$ cat src/rtl/uart_tx_pkg.sv
// Shared UART constants and state encodings, common to the transmit and
// receive FSMs.
//   WIDTH_DATABITS      data bits per frame
//   WIDTH_DATABITS_SIZE width of a counter that indexes the data bits
//   WIDTH_UART_STATES   width of the UART FSM state register
//   IDLE_BITS           guard idle bits driven high after the last stop bit
package uart_tx_pkg;

  localparam int WIDTH_DATABITS      = 8;
  localparam int WIDTH_DATABITS_SIZE = $clog2(WIDTH_DATABITS);
  localparam int WIDTH_UART_STATES   = 3;
  localparam int IDLE_BITS           = 2;
  // Guard counter must reach IDLE_BITS, one past the last guard index.
  localparam int WIDTH_GUARD         = $clog2(IDLE_BITS + 1);

  typedef enum logic [WIDTH_UART_STATES-1:0] {
    ST_IDLE   = 3'd0,
    ST_START  = 3'd1,
    ST_DATA   = 3'd2,
    ST_PARITY = 3'd3,
    ST_STOP   = 3'd4,
    ST_GUARD  = 3'd5
  } uart_state_e;

  // Even parity: XOR of all data bits.
  function automatic logic even_parity(input logic [WIDTH_DATABITS-1:0] d);
    return ^d;
  endfunction

endpackage

$ cat src/rtl/uart_tx.sv
// UART transmitter. Accepts one byte over valid/ready and serialises it MSB
// first: START, data bits, optional even PARITY, one or two STOP bits, then
// IDLE_BITS guard bits at idle level. Bit timing comes from the external
// one-cycle strobe 'tick'; every tick starts the next bit.
// Ports:
//   clk        system clock, posedge
//   rst        synchronous reset, active-high
//   tick       bit-period strobe
//   paritybit  1 = append even parity bit
//   stopbit    0 = one stop bit, 1 = two stop bits
//   in         byte to send
//   valid_in   byte on 'in' is valid
//   ready_in   block can accept a byte (IDLE only)
//   tx         registered serial line, idle high
//   busy       frame in progress
//   done       one-cycle pulse when frame and guard bits are complete
module uart_tx
  import uart_tx_pkg::*;
(
  input  logic                      clk,
  input  logic                      rst,
  input  logic                      tick,
  input  logic                      paritybit,
  input  logic                      stopbit,
  input  logic [WIDTH_DATABITS-1:0] in,
  input  logic                      valid_in,
  output logic                      ready_in,
  output logic                      tx,
  output logic                      busy,
  output logic                      done
);

  uart_state_e                    state_q, state_d;
  logic [WIDTH_DATABITS-1:0]      shift_q, shift_d;
  logic [WIDTH_DATABITS_SIZE-1:0] bit_cnt_q, bit_cnt_d;
  logic [WIDTH_GUARD-1:0]         guard_cnt_q, guard_cnt_d;
  logic                           stop_cnt_q, stop_cnt_d;
  logic                           par_en_q, par_en_d;
  logic                           par_val_q, par_val_d;
  logic                           stop2_q, stop2_d;
  logic                           tx_q, tx_d;
  logic                           done_q, done_d;

  assign ready_in = (state_q == ST_IDLE);
  assign busy     = (state_q != ST_IDLE);
  assign tx       = tx_q;
  assign done     = done_q;

  // NOTE: every variable gets a default before the case so no path leaves
  // one unassigned; an unassigned path in always_comb would infer a latch.
  always_comb begin
    state_d     = state_q;
    shift_d     = shift_q;
    bit_cnt_d   = bit_cnt_q;
    guard_cnt_d = guard_cnt_q;
    stop_cnt_d  = stop_cnt_q;
    par_en_d    = par_en_q;
    par_val_d   = par_val_q;
    stop2_d     = stop2_q;
    tx_d        = tx_q;
    done_d      = 1'b0;

    unique case (state_q)
      ST_IDLE: begin
        tx_d = 1'b1;
        // Acceptance ignores tick: the start bit waits for the next strobe.
        if (valid_in) begin
          shift_d     = in;
          par_en_d    = paritybit;
          par_val_d   = even_parity(in);
          stop2_d     = stopbit;
          bit_cnt_d   = '0;
          guard_cnt_d = '0;
          stop_cnt_d  = 1'b0;
          state_d     = ST_START;
        end
      end
      ST_START: if (tick) begin
        tx_d    = 1'b0;
        state_d = ST_DATA;
      end
      ST_DATA: if (tick) begin
        tx_d      = shift_q[WIDTH_DATABITS-1];
        shift_d   = {shift_q[WIDTH_DATABITS-2:0], 1'b0};
        bit_cnt_d = bit_cnt_q + 1'b1;
        // The tick that drives the last data bit picks the next field.
        if (bit_cnt_q == WIDTH_DATABITS_SIZE'(WIDTH_DATABITS - 1)) begin
          state_d = par_en_q ? ST_PARITY : ST_STOP;
        end
      end
      ST_PARITY: if (tick) begin
        tx_d    = par_val_q;
        state_d = ST_STOP;
      end
      ST_STOP: if (tick) begin
        tx_d = 1'b1;
        if (stop2_q && !stop_cnt_q) begin
          stop_cnt_d = 1'b1;
        end else begin
          state_d = ST_GUARD;
        end
      end
      ST_GUARD: if (tick) begin
        tx_d = 1'b1;
        // First tick here ends the stop bit; IDLE_BITS more ticks span the
        // guard bits, and the last of them ends the frame.
        if (guard_cnt_q == WIDTH_GUARD'(IDLE_BITS)) begin
          done_d  = 1'b1;
          state_d = ST_IDLE;
        end else begin
          guard_cnt_d = guard_cnt_q + 1'b1;
        end
      end
      default: begin
        tx_d    = 1'b1;
        state_d = ST_IDLE;
      end
    endcase
  end

  // NOTE: state registers use non-blocking assignments so every flop samples
  // the pre-edge values, independent of statement order.
  always_ff @(posedge clk) begin
    if (rst) begin
      state_q     <= ST_IDLE;
      shift_q     <= '0;
      bit_cnt_q   <= '0;
      guard_cnt_q <= '0;
      stop_cnt_q  <= 1'b0;
      par_en_q    <= 1'b0;
      par_val_q   <= 1'b0;
      stop2_q     <= 1'b0;
      tx_q        <= 1'b1;
      done_q      <= 1'b0;
    end else begin
      state_q     <= state_d;
      shift_q     <= shift_d;
      bit_cnt_q   <= bit_cnt_d;
      guard_cnt_q <= guard_cnt_d;
      stop_cnt_q  <= stop_cnt_d;
      par_en_q    <= par_en_d;
      par_val_q   <= par_val_d;
      stop2_q     <= stop2_d;
      tx_q        <= tx_d;
      done_q      <= done_d;
    end
  end

endmodule

$ cat config.mk
export PLATFORM = sky130hd
export DESIGN_NAME = uart_tx
export DESIGN_NICKNAME = d
export VERILOG_FILES = /design/src/rtl/uart_tx_pkg.sv /design/src/rtl/uart_tx.sv
export SDC_FILE = /design/constraint.sdc
export NUM_CORES = 1
export LEC_CHECK = 0
export BUFFER_PORTS_ARGS = -buffer_cell sky130_fd_sc_hd__buf_2
export CAP_MARGIN = 20
export CORE_MARGIN = 8
export CORE_UTILIZATION = 35
export DETAILED_ROUTE_END_ITERATION = 8
export HOLD_SLACK_MARGIN = 0.05
export REMOVE_ABC_BUFFERS = 1
export SYNTH_ARGS = -nofsm -noshare
export SYNTH_HDL_FRONTEND = slang
export SYNTH_SLANG_ARGS = --single-unit
$ cat constraint.sdc
create_clock -name clk -period 2.25 [get_ports clk]
set_input_delay 0.3375 -clock clk [delete_from_list [all_inputs] [get_ports clk]]
set_output_delay 0.3375 -clock clk [all_outputs]
set_load 0.05 [all_outputs]
**After elaboration in Yosys (flattened, before gate mapping)**

Cells that the tools add are included.

- Register bits after elaboration: 22
- Input port bits: 14
- Output and inout bits: 4
- Logic and storage cells: 80

- Add/sub/neg operators: 2
- Eq/ne operators: 19
- Multiplexer cells: 31
- Bitwise gates (word level): 2
- Reduce and logical (&&, ||, !) cells: 16

Operator list:

| operator | count |
|---|---|
| $mux 3 | 12 |
| $ne 2x2->1 const B | 11 |
| $pmux 3 s6 | 1 |
| $mux 8 | 2 |
| $pmux 8 s2 | 1 |
| $reduce_and 4->1 | 3 |
| $eq 3x3->1 const B | 3 |
| $reduce_and 9->1 | 1 |
| $mux 1 | 8 |
| $reduce_xor 8->1 | 1 |
| $eq 3x2->1 const B | 2 |
| $mux 2 | 3 |
| $pmux 3 s2 | 1 |
| $reduce_bool 2->1 | 3 |
| $pmux 1 s4 | 1 |
| $pmux 2 s2 | 1 |
| $add 3x1->3 const B | 1 |
| $eq 3x1->1 const B | 1 |
| $logic_not 3->1 | 1 |
| $reduce_and 3->1 | 1 |
| $reduce_bool 3->1 | 1 |
| $reduce_or 3->1 | 1 |
| $add 2x1->2 const B | 1 |
| $eq 2x2->1 const B | 1 |
| other kinds (7) | 8 |

**Depth between registers and ports, before layout**

Gate-level depths: netlist (run 1).

- Depth after elaboration: 5
- Depth in mapped cells: 6
- Gate-level depth less buffers: 6

**Least setup slack after synthesis (run 1)**

Ideal clock, no wire load.

- Path type: register -> register
- Start point: register state_q[1]
- End point: register tx_q, in the netlist tx
- Library setup time: 114 ps
- Arrival time: 1,743 ps
- Required time: 2,136 ps
- Path slack: 393 ps
- Cell stages (with the launch flop): 7
- Buffers on the path: 1
- Period minus slack after synthesis: 1,857 ps
- Path through: dfxtp_1 > buf_2 > nor2_1 > nand2_1 > inv_1 > a2111o_1 > a21o_1

- Longest elaborated chain between the ends: 4
- Elaborated cells on any way between the ends: 12
- Classes of those cells: eq/ne (9); mux (1); reduce/logical (2)

RTL lines:

| element | line | source |
|---|---|---|
| from (decl) | uart_tx.sv:33 | `uart_state_e state_q, state_d;` |
| from (signal assigned) | uart_tx.sv:136 | `state_q <= state_d;` |
| $eq 3x3->1 | uart_tx.sv:63 | `unique case (state_q)` |
| $reduce_or 2->1 (no source line) | -- |  |
| $ne 2x1->1 (no source line) | -- |  |
| $reduce_and 4->1 (no source line) | -- |  |
| to (signal assigned) | uart_tx.sv:144 | `tx_q <= tx_d;` |
| to (decl) | uart_tx.sv:41 | `logic tx_q, tx_d;` |

Several ways; a longest one is shown, not always the timed one.
A chain may end at the register's enable or synchronous reset.

**Worst setup path after layout (run 1)**

- Start point: register state_q[0]
- End point: output port busy

- Longest elaborated chain between the ends: 1

RTL lines:

| element | line | source |
|---|---|---|
| $reduce_bool 3->1 | uart_tx.sv:45 | `assign busy = (state_q != ST_IDLE);` |
| to (decl) | uart_tx.sv:29 | `output logic busy,` |

Every way passes these cells.

==> results of run 1 <==
==> how the worst min path moves through the flow <==
stage                   endpoint  slack [ns]  depth (start not counted)
detailed placement    shift_q[6]        0.49                          2
floorplan             state_q[0]        0.40                          1
CTS                     par_en_q        0.24                          3
global placement    bit_cnt_q[1]        0.47                          2
global route             stop2_q        0.27                          3
finish                  par_en_q        0.26                          3
==> worst register-to-register path: cells and delay by family, from the launching register on <==
kind            cells  cell delay [ns]
mux                 1             0.32
simple gates        1             0.23
flops               1             0.72
compound gates      2             0.49
==> state kept, by name (all words and copies together) (netlist names) <==
signal	cells
bit_cnt_q	3
done	1
guard_cnt_q	2
par_en_q	1
par_val_q	1
shift_q	8
state_q	3
stop2_q	1
stop_cnt_q	1
tx	1
==> cell type report <==
cell class,instances,area share
clock buffers,3,0.0163
inverters,4,0.0109
repair buffers,19,0.0725
well taps,46,0.0417
flip-flops and latches,22,0.319
multi-input cells,97,0.518
clock inverters,1,0.0218
==> routing by layer <==
layer	track usage	wire, µm	vias to the layer above
li1	-	-	505
met1	0.124	1160	450
met2	0.176	1250	21
met3	0.0346	145	2
met4	0.0256	7	0
met5	0	0	-
==> where the power goes <==
| part | switching, mW | total (mW) | internal (mW) |
|---|---|---|---|
| Sequential | 0.0489 | 0.481 | 0.432 |
| Combinational | 0.191 | 0.328 | 0.136 |
| Clock | 0.124 | 0.304 | 0.180 |
==> layout by cell type (no fill, tap or decap), drive strengths merged, types with 3 or more instances in the layout <==
cell type / Yosys / routed
a211o: 3 / 3
a211oi: 9 / 9
a21oi: 5 / 5
buf: 6 / 19
clkbuf: 4 / 3
dfxtp: 22 / 22
ha: 3 / 3
inv: 4 / 4
mux2i: 12 / 12
nand2: 5 / 5
nand2b: 5 / 5
nor2: 21 / 21
nor3: 3 / 3
xnor2: 7 / 7
==> metrics by stage <==
step | cell area, µm² | utilization | power (mW) | cells | hold WS [ns]
4_1_cts | 1380 | 0.410 | 1.13 | 192 | 0.244
3_5_place_dp | 1330 | 0.395 | 0.819 | 188 | 0.494
3_3_place_gp | 1330 | 0.395 | 0.809 | 188 | 0.472
5_1_grt | 1380 | 0.410 | 1.19 | 192 | 0.270
6_report | 1380 | 0.410 | 1.11 | 192 | 0.258
2_1_floorplan | 1170 | - | 0.728 | 123 | 0.400
==> kinds of logic (layout without fill, tap and decap cells) <==
logic type / after synthesis / count (layout) / synth area share
simple gates: 43 / 43 / 0.186
compound gates: 31 / 31 / 0.206
fa+ha+maj: 3 / 3 / 0.0306
buf+inv: 14 / 27 / 0.0581
flops: 22 / 22 / 0.359
mux: 13 / 13 / 0.110
xor+xnor: 7 / 7 / 0.0500
==> metrics.md, run 1 <==
| Metric | Value |
|---|---|
| CTS Buf Count | `3` |
| Reg2reg setup slack | `0.42 ns` |
| Levels on crit path | `3` |
| Period minus WS final | `1.99 ns` |
| Critical path capture point type | `output pin` |
| EDFF count, synth | `0` |
| # diodes | `0` |
| Number of distinct library cells after synthesis | `40` |
| Required time of the critical path | `1.91 ns` |
| Pre-CTS WS | `0.457 ns` |
| Port Buffer Count | `17` |
| TritonCTS Sinks | `22` |
| Unrepaired setup endpoints after global routing | `false` |
| CP top delay family | `flip-flops` |
| CP max FO | `18` |
| Crit path to | `busy` |
| Tcrit/Tclk final | `0.882` |
| Root Driver | `clkbuf_4` |
| Avg Cell Area, Syn | `9.22 µm²` |
| Syn Std Cell Area | `1230 µm²` |
| Slowest-stage cell, CP | `dfxtp_1` |
| FF-to-FF Start | `state_q[0]` |
| CTS max path bufs | `2` |
| Synth Warn # | `0` |
| CTS tree | `yes` |
| 1st-pass router iterations | `4` |
| Crit path buf inv count | `1` |
| Drt via density | `5.09` |
| Layout area overhead | `12.6%` |
| Post-synthesis sequential area ratio | `0.359` |
| Fillers | `372` |
| I/O pin count | `18` |
| Vert. Die Dim | `75.2 µm` |
| Top cell type's share of synthesized area | `0.359` |
| Dpl hpwl | `1820 µm` |
| Nets@finish | `164` |
| Via Count | `978` |
| Clk_lat worst skew | `0.31 ns` |
| Largest net degree at the start of global routing | `25` |
| Lkg Pwr | `0.522 nW` |
| Max_cap viols | `0` |
| Reg2Reg Depth | `4` |
| Status | `finished clean` |
| Slew margin rel. | `0.608` |
| Total negative slack | `0 ns` |
| Hold Fails Final Rpt | `0` |
| Number of antenna violations at the first check in global routing | `0` |
| First-pass GRT wire length | `4660 µm` |
| Post-Syn Instances | `133` |
| Main synth FF type | `dfxtp_1` |
| WS Path Type | `reg2out` |
| Multi-input logic area | `714 µm²` |
| Area of the core | `3360 µm²` |
| Max Slew Vio Count | `0` |
| Cell taking the most area after synthesis | `dfxtp_1` |
| Async SR Flop Fraction | `0` |
| Clk pin slew, worst setup/hold paths | `0.12 ns` |
| Fmax | `0.504 GHz` |
| WL final | `2570 µm` |
| CP Launch Type | `register` |
| Initial DRC count | `95` |
| Worst hold start | `paritybit` |
| Sequential cell area | `440 µm²` |
| Peak supply drop | `391 µV` |
| Final GP Congestion | `0.828` |
| Setup ws final | `0.265 ns` |
| Crit path arrival time | `1.65 ns` |
| Reg2reg end | `state_q[2]` |
| Skew final | `0.00381 ns` |
| Hold-fix buffers, CTS | `0` |
| Post-cts resize count | `0` |
| Synth cell count leaders | `dfxtp_1, nor2_1, mux2i_1, a211oi_1, xnor2_1` |
| Row count | `21` |
| # DRC | `0` |
| Share of cells above drive strength 1 | `0.212` |
| Setup crit start | `state_q[0]` |
| Vias in the first global route | `1011` |
| Tightest Hold Check Type | `in2reg` |
| Routed Antenna Nets | `0` |
| Post-CTS setup buffer count | `0` |
| Number of H-tree levels | `1` |
| Pwr/cell area | `806 nW/µm²` |
| Synth area leaders | `dfxtp_1, mux2i_1, nor2_1, xnor2_1, a211oi_1` |
| Worst slew pin tran | `0.587 ns` |
| Die Width | `75.2 µm` |
| Most common cell in the netlist | `dfxtp_1` |
| Critical-path cell list | `nor2_1, nand2_1, buf_2` |
| Die Area | `5650 µm²` |
| Initial Util | `0.365` |
| Post-DR wirelength/cell | `13.4 µm` |
| Max incr delay on CP | `0.72 ns` |
| GRT Residual Overflow | `0` |
| Setup-failing EPs final | `0` |
| FF+latch count, synth | `22` |
| Total GRT Usage | `0.104` |
No activity file was read; power rests on OpenSTA's default activity.
==> inputs of run 2 (changes only) <==
- CORE_ASPECT_RATIO: unset -> 0.5
- CTS_BUF_LIST: unset -> sky130_fd_sc_hd__clkbuf_8
- RECOVER_POWER: unset -> 25
==> metrics.md, run 2 (synthesis gave the netlist of run 1 again) <==
| Metric | Value |
|---|---|
| WS Path Type | `reg2reg` |
| Hold Path Cell Cnt | `3 (unchanged)` |
| # diodes | `0 (unchanged)` |
| Layout area overhead | `13.4%` |
| Crit path to | `par_en_q` |
| Hold-fix buffers, CTS | `0 (unchanged)` |
| Top flop regs | `shift_q: 8 flops, bit_cnt_q: 3 flops, state_q: 3 flops` |
| Total GRT Usage | `0.0932 (-0.0112)` |
| Worst hold start | `stopbit` |
| Clk pin slew, worst setup/hold paths | `0.08 ns (-0.04 ns)` |
| Dpl cell area | `1330 µm² (+0.47%)` |
| Fmax | `0.508 GHz (+0.80%)` |
| Via Count | `982 (+0.41%)` |
| Max Slew Vio Count | `0 (unchanged)` |
| Unrepaired setup endpoints after global routing | `false` |
| Routed Antenna Nets | `0 (unchanged)` |
| Reg2reg end | `par_en_q` |
| Setup crit start | `state_q[1]` |
| Biggest register | `shift_q` |
| Int Pwr | `0.803 mW (+7.2%)` |
| Tightest Hold Check Type | `in2reg` |
| Clk_lat worst skew | `0.27 ns (-0.04 ns)` |
| Hold Fails Final Rpt | `0 (unchanged)` |
| Drt via density | `4.98 (-2.1%)` |
| Skew final | `0.00134 ns (-0.00247 ns)` |
| Seq pwr share | `0.407 (-0.025)` |
| Vert. Die Dim | `57.9 µm (-23%)` |
| FF-to-FF Start | `state_q[1]` |
| Initial Util | `0.361 (-0.00363)` |
| Slew margin rel. | `0.368 (-0.240)` |
| CP Launch Type | `register` |
| Area of the core | `3400 µm² (+1.0%)` |
| GRT Residual Overflow | `0 (unchanged)` |
| Number of antenna violations at the first check in global routing | `0 (unchanged)` |
| Setup-failing EPs final | `0 (unchanged)` |
| TritonCTS Sinks | `22 (unchanged)` |
| Crit path arrival time | `2.12 ns (+0.47 ns)` |
| Period minus WS final | `1.97 ns (-0.0158 ns)` |
| Max reg flops | `8 (unchanged)` |
| Required time of the critical path | `2.40 ns (+0.49 ns)` |
| Lkg Pwr | `0.520 nW (-0.45%)` |
| CTS max path bufs | `2 (unchanged)` |
| Die Width | `99.7 µm (+33%)` |
| Final GP Congestion | `0.797 (-3.7%)` |
| Row count | `15 (-29%)` |
| Total negative slack | `0 ns (unchanged)` |
| Post-DR wirelength/cell | `12.4 µm (-7.4%)` |
| Dpl hpwl | `1750 µm (-3.9%)` |
| Post-cts resize count | `0 (unchanged)` |
| Critical-path cell list | `nand2b_1, nor3_1, mux2i_1, nor2_1` |
| Nets@finish | `164 (unchanged)` |
| Design Area, Final | `1390 µm² (+0.73%)` |
| Post-CTS setup buffer count | `0 (unchanged)` |
| Share of cells above drive strength 1 | `0.185 (-0.0274)` |
| Slowest-stage cell, CP | `nor3_1` |
| Commonest non-fill, non-tap cell in the layout | `dfxtp_1` |
| I/O pin count | `18 (unchanged)` |
| Crit path buf inv count | `0 (-1)` |
| Critical path capture point type | `register` |
| Sequential cell area | `440 µm² (unchanged)` |
| CTS tree | `yes` |
| CP max FO | `18 (unchanged)` |
| Tcrit/Tclk final | `0.875 (-0.00704)` |
| CP top delay family | `simple AND/OR/NAND/NOR gates` |
| Port Buffer Count | `17 (unchanged)` |
| Initial DRC count | `55 (-42%)` |
| Levels on crit path | `4 (+1)` |
| Die Area | `5770 µm² (+2.0%)` |
| Worst slew pin tran | `0.941 ns (+0.354 ns)` |
| Reg2Reg Depth | `4 (unchanged)` |
| Vias in the first global route | `943 (-6.7%)` |
| Multi-input logic area | `702 µm² (-1.8%)` |
| CTS Buf Count | `3 (unchanged)` |
| Switch Pwr | `0.377 mW (+3.5%)` |
| Number of H-tree levels | `1 (unchanged)` |
| Most frequent cells in the layout | `dfxtp_1, nor2_1, buf_2` |
| Pwr/cell area | `848 nW/µm² (+5.2%)` |
| Peak supply drop | `368 µV (-5.9%)` |
| First-pass GRT wire length | `4310 µm (-7.6%)` |
| Switch share | `0.319 (-0.00774)` |
| Max incr delay on CP | `0.75 ns (+0.03 ns)` |
| Clk pwr share | `0.319 (+0.046)` |
| Reg2reg setup slack | `0.28 ns (-0.14 ns)` |
| # DRC | `0 (unchanged)` |
| Root Driver | `clkbuf_8` |
| WL final | `2440 µm (-5.0%)` |
| Largest net degree at the start of global routing | `25 (unchanged)` |
| 1st-pass router iterations | `4 (unchanged)` |
| Fillers | `346 (-7.0%)` |
| Comb power frac | `0.274 (-0.020)` |
| Status | `finished clean` |
| Max_cap viols | `0 (unchanged)` |
run 2: routing by layer:
metal | GRT usage | share of wire
met5 | 0 | 0
met4 | 0.0384 | 0.016
met3 | 0.0346 | 0.031
met2 | 0.147 | 0.42
met1 | 0.112 | 0.53
run 2: worst register-to-register path: stages (launching register included):
cell and delay, ns:
dfxtp_1 0.47, nand2b_1 0.30, nor3_1 0.75, mux2i_1 0.28
nor2_1 0.05
run 2: final cells by class:
cell class,instances,share of cell area
clock buffers,3,0.0297
clock inverters,1,0.0216
inverters,4,0.0108
multi-input cells,97,0.505
flip-flops and latches,22,0.317
well taps,51,0.0459
repair buffers,19,0.0702
run 2: how the worst min path moves through the flow:
stage / to / slack [ns]
final: stop2_q / 0.31
after global routing: par_en_q / 0.32
after CTS: par_en_q / 0.31
after detailed placement: bit_cnt_q[1] / 0.48
after global placement: bit_cnt_q[1] / 0.47
after floorplan: state_q[0] / 0.40
run 2: stage by stage:
step                      total power, mW  instances  hold slack (ns)   util  setup slack, ns
after floorplan                     0.728        123            0.400      -            0.143
after global placement              0.812        193            0.473  0.393            0.511
after detailed placement            0.820        193            0.481  0.393            0.460
after CTS                            1.20        197            0.310  0.414            0.322
after global routing                 1.25        197            0.323  0.409            0.149
final                                1.18        197            0.309  0.409            0.280
run 2: power by group through the flow:
stage,Sequential [mW],Combinational (mW),Clock [mW]
floorplan,0.487,0.240,0
global placement,0.488,0.324,0
finish,0.480,0.323,0.377
global route,0.489,0.358,0.401
detailed placement,0.491,0.329,0
CTS,0.481,0.330,0.388
==> inputs of run 3 (changes only) <==
- CELL_PAD_IN_SITES_DETAIL_PLACEMENT: unset -> 0
- CELL_PAD_IN_SITES_GLOBAL_PLACEMENT: unset -> 2
- PLACE_DENSITY_LB_ADDON: unset -> 0.1
==> metrics.md, run 3 (synthesis gave the netlist of run 1 again) <==
| Metric | Value |
|---|---|
| Number of H-tree levels | `1 (unchanged)` |
| Pwr/cell area | `848 nW/µm² (about the same)` |
| Status | `finished clean` |
| First-pass GRT wire length | `4610 µm (+7.1%)` |
| Worst slew pin tran | `0.863 ns (-0.0775 ns)` |
| Hold WS | `0.295 ns (-0.0144 ns)` |
| Largest net degree at the start of global routing | `19 (-24%)` |
| Total GRT Usage | `0.101 (+0.00810)` |
| CTS max path bufs | `2 (unchanged)` |
| Top flop regs | `shift_q: 8 flops, bit_cnt_q: 3 flops, state_q: 3 flops` |
| Skew final | `0.00356 ns (+0.00222 ns)` |
| Total negative slack | `0 ns (unchanged)` |
| Commonest non-fill, non-tap cell in the layout | `dfxtp_1` |
| Crit path arrival time | `1.63 ns (-0.49 ns)` |
| Seq pwr share | `0.408 (about the same)` |
| Lkg Pwr | `0.525 nW (+0.92%)` |
| Layout area overhead | `14.0%` |
| CP Launch Type | `register` |
| Fmax | `0.507 GHz (-0.13%)` |
| Peak supply drop | `242 µV (-34%)` |
| Clk pin slew, worst setup/hold paths | `0.09 ns (about the same)` |
| Required time of the critical path | `1.91 ns (-0.49 ns)` |
| Via Count | `973 (-0.92%)` |
| CP max FO | `18 (unchanged)` |
| Hold Fails Final Rpt | `0 (unchanged)` |
| Final GP Congestion | `0.745 (-6.6%)` |
| Period minus WS final | `1.97 ns (+0.00259 ns)` |
| Biggest register | `shift_q` |
| Sequential cell area | `440 µm² (unchanged)` |
| # diodes | `0 (unchanged)` |
| Max incr delay on CP | `0.72 ns (-0.03 ns)` |
| Tightest Hold Check Type | `in2reg` |
| Switch share | `0.322 (+0.00254)` |
| Design Area, Final | `1400 µm² (+0.54%)` |
| # DRC | `0 (unchanged)` |
| Hold-fix buffers, CTS | `0 (unchanged)` |
| Nets@finish | `165 (+0.61%)` |
| TritonCTS Sinks | `22 (unchanged)` |
| Switch Pwr | `0.382 mW (+1.3%)` |
| Clk_lat worst skew | `0.27 ns (about the same)` |
| CTS tree | `yes` |
| Slew margin rel. | `0.420 (+0.0521)` |
| Unrepaired setup endpoints after global routing | `false` |
| Most frequent cells in the layout | `dfxtp_1, nor2_1, buf_2` |
| WS Path Type | `reg2out` |
| Dpl cell area | `1340 µm² (+0.56%)` |
| I/O pin count | `18 (unchanged)` |
| Vert. Die Dim | `57.9 µm (unchanged)` |
| 1st-pass router iterations | `4 (unchanged)` |
| GRT Residual Overflow | `0 (unchanged)` |
| Initial Util | `0.361 (unchanged)` |
| Routed Antenna Nets | `0 (unchanged)` |
| Setup-failing EPs final | `0 (unchanged)` |
| Int Pwr | `0.804 mW (+0.14%)` |
| Root Driver | `clkbuf_8` |
| Critical path capture point type | `output pin` |
| Initial DRC count | `44 (-20%)` |
| Dpl hpwl | `1900 µm (+8.8%)` |
| Die Area | `5770 µm² (unchanged)` |
| Port Buffer Count | `17 (unchanged)` |
| Comb power frac | `0.272 (-0.002)` |
| Multi-input logic area | `702 µm² (unchanged)` |
| Die Width | `99.7 µm (unchanged)` |
| Tcrit/Tclk final | `0.877 (+0.00115)` |
| Fillers | `356 (+2.9%)` |
| Critical-path cell list | `nor2_1, nand2_1, buf_2` |
| Slowest-stage cell, CP | `dfxtp_1` |
| Row count | `15 (unchanged)` |
| Vias in the first global route | `932 (-1.2%)` |
| Number of antenna violations at the first check in global routing | `0 (unchanged)` |
| Max Slew Vio Count | `0 (unchanged)` |
| Post-CTS setup buffer count | `0 (unchanged)` |
| Max reg flops | `8 (unchanged)` |
| Drt via density | `4.91 (-1.4%)` |
| Max_cap viols | `0 (unchanged)` |
| WL final | `2710 µm (+11%)` |
| Post-DR wirelength/cell | `13.7 µm (+10%)` |
| Area of the core | `3400 µm² (unchanged)` |
| CTS Buf Count | `3 (unchanged)` |
| Share of cells above drive strength 1 | `0.190 (+0.00554)` |
| Post-cts resize count | `0 (unchanged)` |
| Clk pwr share | `0.320 (about the same)` |
==> run 3: changes by cell type in the layout (fill, tap and decap cells not counted), sizes merged <==
cell	before	now
buf	17	18
==> run 3: worst max-delay path: cells and delay by family, from the launching register on <==
kind	cells	cell delay (ns)
flip-flops	1	0.72
AND/OR/NAND/NOR	2	0.37
buffers and inverters	1	0.27
==> run 3: per-layer routing <==
| layer | global-route usage | vias up | part of all wire | wire [µm] |
|---|---|---|---|---|
| met5 | 0 | - | 0 | 0 |
| met4 | 0.0320 | 0 | 0.0052 | 14 |
| met3 | 0.0382 | 2 | 0.038 | 104 |
| met2 | 0.150 | 14 | 0.44 | 1180 |
| met1 | 0.132 | 452 | 0.52 | 1400 |
| li1 | - | 505 | - | - |
==> run 3: worst paths after layout <==
check	slack (ns)	cells past startpoint	startpoint	to
min reg2reg	0.50	2	bit_cnt_q[1]	bit_cnt_q[1]
min	0.29	3	paritybit	par_en_q
max	0.28	3	state_q[0]	busy
max reg2reg	0.32	4	state_q[1]	stop2_q
==> run 3: stage by stage <==
step	total power, mW	utilization	instances	setup WS, ns
after floorplan	0.728	-	123	0.143
after global placement	0.825	0.395	194	0.453
after detailed placement	0.825	0.395	194	0.408
after CTS	1.21	0.416	198	0.259
after global routing	1.27	0.411	198	0.112
final	1.19	0.411	198	0.278
==> run 3: power groups by stage <==
stage / combinational (mW) / sequential (mW) / clock, mW
floorplan: 0.240 / 0.487 / 0
global placement: 0.333 / 0.493 / 0
detailed placement: 0.332 / 0.492 / 0
CTS: 0.333 / 0.484 / 0.397
global route: 0.361 / 0.492 / 0.414
finish: 0.322 / 0.483 / 0.380
==> run 3: layout make-up <==
type,instances,area share
Sequential cell,22,0.315
Inverter,4,0.0107
Multi-Input combinational cell,97,0.502
Clock inverter,1,0.0215
Clock buffer,3,0.0295
Tap cell,51,0.0457
Timing Repair Buffer,20,0.0752
